==> config.mk <==
export PLATFORM = sky130hd
export DESIGN_NAME = inst_fetch
export DESIGN_NICKNAME = d
export VERILOG_FILES = /design/src/rtl/inst_fetch.sv
export SDC_FILE = /design/constraint.sdc
export NUM_CORES = 1
export LEC_CHECK = 0
export ABC_AREA = 1
export CAP_MARGIN = 20
export CORE_ASPECT_RATIO = 2
export CORE_MARGIN = 2
export CORE_UTILIZATION = 52
export CTS_BUF_LIST = sky130_fd_sc_hd__clkbuf_8 sky130_fd_sc_hd__clkbuf_16
export DETAILED_ROUTE_END_ITERATION = 10
export PLACE_DENSITY = 0.85
export SYNTH_ARGS = -nofsm -noshare
export SYNTH_HDL_FRONTEND = slang
export SYNTH_SLANG_ARGS = --single-unit
==> constraint.sdc <==
create_clock -name clk -period 11.7 [get_ports clk]
set_input_delay 1.755 -clock clk [delete_from_list [all_inputs] [get_ports clk]]
set_output_delay 1.755 -clock clk [all_outputs]
set_load 0.005 [all_outputs]
==> src/rtl/inst_fetch.sv <==
// Instruction fetch stage: one outstanding memory request feeding
// a 2-entry {pc, inst} FIFO toward ID, with flush and drop handling.
module inst_fetch (
  input  logic        clk,
  input  logic        rst,
  input  logic [31:0] if_pc_i,
  input  logic        if_ce_i,
  input  logic        flush_i,
  input  logic        id_stall_i,
  output logic        imem_req_o,
  output logic [31:0] imem_addr_o,
  input  logic        imem_ack_i,
  input  logic [31:0] imem_rdata_i,
  output logic [31:0] id_pc_o,
  output logic [31:0] id_inst_o,
  output logic        id_valid_o,
  output logic        stallreq_o
);

  typedef enum logic [1:0] {
    IDLE = 2'd0,
    WAIT = 2'd1,
    DROP = 2'd2
  } state_t;

  state_t      state;
  state_t      state_nxt;
  logic [31:0] req_pc;
  logic [31:0] fifo_pc   [2];
  logic [31:0] fifo_inst [2];
  logic        wptr;
  logic        rptr;
  logic [1:0]  count;
  logic        issue;
  logic        push;
  logic        pop;

  assign issue = (state == IDLE) && if_ce_i
              && !flush_i && (count != 2'd2);
  assign push  = (state == WAIT) && imem_ack_i && !flush_i;
  assign pop   = (count != 2'd0) && !id_stall_i && !flush_i;

  always_comb begin
    state_nxt = state;
    unique case (state)
      IDLE: if (issue) state_nxt = WAIT;
      WAIT: begin
        if (imem_ack_i)   state_nxt = IDLE;
        else if (flush_i) state_nxt = DROP;
      end
      DROP: if (imem_ack_i) state_nxt = IDLE;
      default: state_nxt = IDLE;
    endcase
  end

  always_ff @(posedge clk) begin
    if (rst) begin
      state      <= IDLE;
      imem_req_o <= 1'b0;
      req_pc     <= 32'd0;
    end else begin
      state      <= state_nxt;
      imem_req_o <= (state_nxt != IDLE);
      if (issue) req_pc <= if_pc_i;
    end
  end

  // Flush wins over push/pop and realigns both pointers.
  always_ff @(posedge clk) begin
    if (rst || flush_i) begin
      count <= 2'd0;
      wptr  <= 1'b0;
      rptr  <= 1'b0;
    end else begin
      if (push) wptr <= ~wptr;
      if (pop)  rptr <= ~rptr;
      unique case ({push, pop})
        2'b10:   count <= count + 2'd1;
        2'b01:   count <= count - 2'd1;
        default: count <= count;
      endcase
    end
  end

  always_ff @(posedge clk) begin
    if (push) begin
      fifo_pc[wptr]   <= req_pc;
      fifo_inst[wptr] <= imem_rdata_i;
    end
  end

  assign imem_addr_o = req_pc;
  assign id_valid_o  = (count != 2'd0);
  assign id_pc_o     = id_valid_o ? fifo_pc[rptr]   : 32'd0;
  assign id_inst_o   = id_valid_o ? fifo_inst[rptr] : 32'd0;

  assign stallreq_o = (state != IDLE) || (count == 2'd2)
                   || (if_ce_i && (state == IDLE)
                       && !flush_i && !issue);

endmodule

### Yosys cells after proc, flatten, opt, wreduce, memory -nomap -nowiden

Memories as Yosys holds them, arrays and structs flattened. A register that Yosys moved wholly into a read port is not among the register bits.
Index checks and enable logic that the tools add are counted.
W data, S select, Z words.

| word-level totals | value |
|---|---|
| register bits | 39 |
| memory bits (writable) | 128 |
| input port bits | 70 |
| output and inout port bits | 99 |
| logic and storage cells | 51 |
| memories kept | 2 |

| operators by class | value |
|---|---|
| add/subtract/negate cells | 2 |
| equal/unequal tests | 6 |
| muxes and demuxes | 14 |
| bitwise operators | 2 |
| reductions and logical operators | 19 |

Memory list:

| name | words | bits a word | read ports | clocked after memory_dff | write ports | RTL line | RTL |
|---|---|---|---|---|---|---|---|
| fifo_inst | 2 | 32 | 1 | 1 | 1 | 30 | `logic [31:0] fifo_inst [2];` |
| fifo_pc | 2 | 32 | 1 | 1 | 1 | 29 | `logic [31:0] fifo_pc [2];` |

Operator list:

| kind | count |
|---|---|
| $mux W32 | 2 |
| $logic_and A1 B1 Y1 | 8 |
| $mux W2 | 4 |
| $reduce_bool A2 Y1 | 4 |
| $eq A2 B2 Y1 const B | 3 |
| $mux W1 | 6 |
| $pmux W2 S3 | 1 |
| $eq A2 B1 Y1 const B | 2 |
| $pmux W2 S2 | 1 |
| $logic_not A1 Y1 | 3 |
| $logic_or A1 B1 Y1 | 3 |
| $add A2 B1 Y2 const B | 1 |
| $logic_not A2 Y1 | 1 |
| $ne A2 B2 Y1 const B | 1 |
| $not A1 Y1 | 2 |
| $sub A2 B1 Y2 const B | 1 |

### Depth between registers and ports, before layout

| logic depth | value |
|---|---|
| depth in word-level cells | 7 |
| depth in mapped cells | 8 |
| mapped depth without buffers | 7 |

### Worst setup path after synthesis

Ideal clock, no wire load.

| timing | value |
|---|---|
| path kind | input-to-reg |
| start point | input flush_i |
| end point | memory fifo_inst[1][0] (enable) |
| library setup time | 486 ps |
| arrival time | 4759 ps |
| data required time | 11214 ps |
| slack | 6454 ps |
| stages | 3 |
| buffers on the path | 0 |
| cell sequence | nor2_1 nand3_1 nor2_1 |

| between the ends | value |
|---|---|
| cells in the longest elaborated chain, start to end | 4 |

RTL lines:

| element | RTL line | RTL |
|---|---|---|
| from (decl) | 8 | `input logic flush_i,` |
| $logic_not A1 Y1 | 40 | `assign push = (state == WAIT) && imem_ack_i && !flush_i;` |
| $logic_and A1 B1 Y1 | 40 |  |
| $mux W1 | 86 | `if (push) begin` |
| $mux W1 (not written as such) | 88 | `fifo_inst[wptr] <= imem_rdata_i;` |
| to (decl) | 30 |  |

No other way between the ends.

==> impl_metrics.json <==
{
  "peakVddDrop_uv": 126.1,
  "worstMarginPinSlew_ns": 0.8810,
  "min_path_type": "reg2reg",
  "die-area_um2": 13300,
  "status": "finished clean",
  "rows": 57,
  "hold_buffers": 0,
  "antenna_found_initial": 0,
  "initial_core_util_pct": 52.95,
  "ys_ff_latch": 168,
  "maxSlewViolCount": 0,
  "chipHeight_um": 161.1,
  "gr-usage-met2_pct": 40.32,
  "overflow": 0,
  "die_w_um": 82.57,
  "drt_iter0_drc": 285,
  "synth.avg_cell_area_um2": 10.74,
  "dp_hpwl_mm": 9.488,
  "clockBufferDepth": 2,
  "drc": 0,
  "synthDistinctLibCells": 21,
  "finalClockSkew_ns": 0.01054,
  "core_area_um2": 12120,
  "clk_pin_slew_ns": 0.06,
  "io_pins": 169,
  "layout.cells.most_common_list": "203 x nand2_1, 168 x clkdlybuf4s50_1, 128 x edfxtp_1, 74 x nor2_1, 67 x a21oi_1",
  "nets": 833,
  "final_hold_viol_count": 0,
  "post_cts_buffers": 0,
  "clock_latency_ns": 0.41,
  "drt-total-wl_mm": 14.35,
  "end_kind": "output pin",
  "setup_viol": 0,
  "cp_max_fo": 65,
  "required_ns": 9.95,
  "port_buffers": 168,
  "cts_tree": "yes",
  "power.density_nw_per_um2": 142.6,
  "cts.sinks": 168,
  "path_class": "reg2out",
  "tritoncts.num_buffers": 17,
  "grt.met3_usage_pct": 6.425,
  "area_growth_pct": 36.84,
  "first_global_vias": 4762,
  "grt_pass1_wl_mm": 22.43,
  "grt_use_total_pct": 22.44,
  "r2r_setup_slack_ns": 9.28,
  "fin_crit_sh_pct": 38.48,
  "cts_root_buffer": "clkbuf_16",
  "max_freq_mhz": 222.1,
  "fin_setup_tns_ns": 0,
  "post_drt_via_cell_ratio": 5.034,
  "drt-wirelength-per-cell_um": 15.56,
  "antenna_left": 0,
  "maxCapViolCount": 0,
  "diodes": 0,
  "arrival_ns": 2.75,
  "start_kind": "flip-flop",
  "timing.hold.ws_ns": 0.4721,
  "placed_cell_area_um2": 8185,
  "period_minus_slack_ns": 4.502,
  "relSlewSlack_pct": 41.27,
  "grt_max_degree": 67,
  "rsz0062_at_grt": "false",
  "leakage_nw": 3.374,
  "syn_inst": 598,
  "layout-drive-gt1-share_pct": 5.935,
  "gp_congestion": 0.7767,
  "final_common_cell": "nand2_1",
  "drt_pre_antenna_iters": 4,
  "syn_nets": 669,
  "design_area_um2": 8785,
  "yosys_warnings": 0,
  "busiest_layer": "met2",
  "vias": 4641,
  "ys_seq_area_share_pct": 72.34,
  "gr-usage-met1_pct": 22.83,
  "cts_resized": 0,
  "htree_num_levels": 4,
  "synthesis.area_um2": 6420
}
[worst max-delay path: stages, from the launching register on]
cell and delay (ns):
dfxtp_2 0.31, buf_4 0.31, inv_2 0.57, buf_16 0.26
nand2_1 0.07, a21oi_1 0.21, clkdlybuf4s50_1 0.55
[metal layers]
metal	up-vias	part of all wire (%)
met1	2169	36
met4	0	3.7
met5	-	0
li1	2280	-
met2	153	55
met3	39	5.6
[worst paths after layout]
path | start | endpoint | cells after the start
max | flip-flop | id_inst_o[28] | 6
max reg2reg | state[1] | fifo_inst[1][22] | 4
min | wptr | wptr | 2
min reg2reg | wptr | wptr | 2
[cells by family after synthesis]
group	count (synthesis)	synth area share, %
compound gates	69	5.418
fa+ha+maj	1	0.1949
buf+inv	72	4.853
flops	168	72.34
simple gates	288	17.19
[stage by stage]
| stage | util (%) | instances | setup slack, ns | power, W |
|---|---|---|---|---|
| floorplan | - | 598 | 6.454 | 0.0007003 |
| finish | 72.46 | 922 | 7.198 | 0.001253 |
| detailed placement | 67.51 | 888 | 7.328 | 0.0007527 |
| global route | 72.46 | 922 | 7.071 | 0.001296 |
| CTS | 72.06 | 920 | 6.948 | 0.001261 |
| global placement | 67.51 | 888 | 7.417 | 0.0007483 |
[cells in the mapped netlist]
library cell / number / area [um2]
a21oi_1: 67 / 335.3
nand4_1: 1 / 6.260
ha_1: 1 / 12.51
nand3_2: 1 / 10.01
buf_2: 15 / 75.07
nand3_1: 3 / 15.01
nor2_2: 1 / 6.260
buf_6: 3 / 33.78
inv_1: 39 / 146.4
dfxtp_1: 40 / 800.8
edfxtp_1: 128 / 3844
nand2_1: 203 / 762.0
nor3_1: 1 / 5.000
or2_2: 1 / 6.260
a21boi_0: 1 / 7.510
inv_2: 2 / 7.510
clkbuf_1: 12 / 45.04
clkinv_1: 1 / 3.750
nand3b_1: 1 / 7.510
o21ai_0: 1 / 5.000
nor2_1: 76 / 285.3
[power by group]
part / internal (W) / total, W / leakage (nW) / switching (W)
clock: 0.000292 / 0.000512 / 0.265 / 0.000219
sequential: 0.000654 / 0.000664 / 1.49 / 0.00000987
combinational: 0.0000451 / 0.0000772 / 1.61 / 0.0000321
[cell type report]
type	instances	area [um2]
clock buffers	17	425.4
clock inverters	15	126.4
fillers	832	3339
inverters	42	157.7
multi-input cells	358	1479
flip-flops and latches	168	4646
well taps	147	183.9
repair buffers	175	1767
[state kept, by name, summed over array words and instances (netlist names), named ones only]
register,flops
state,2
imem_addr_o,32
wptr,1
rptr,1
fifo_pc,64
count,2
imem_req_o,1
fifo_inst,64
Note: power is estimated with default switching activity, not from simulation.
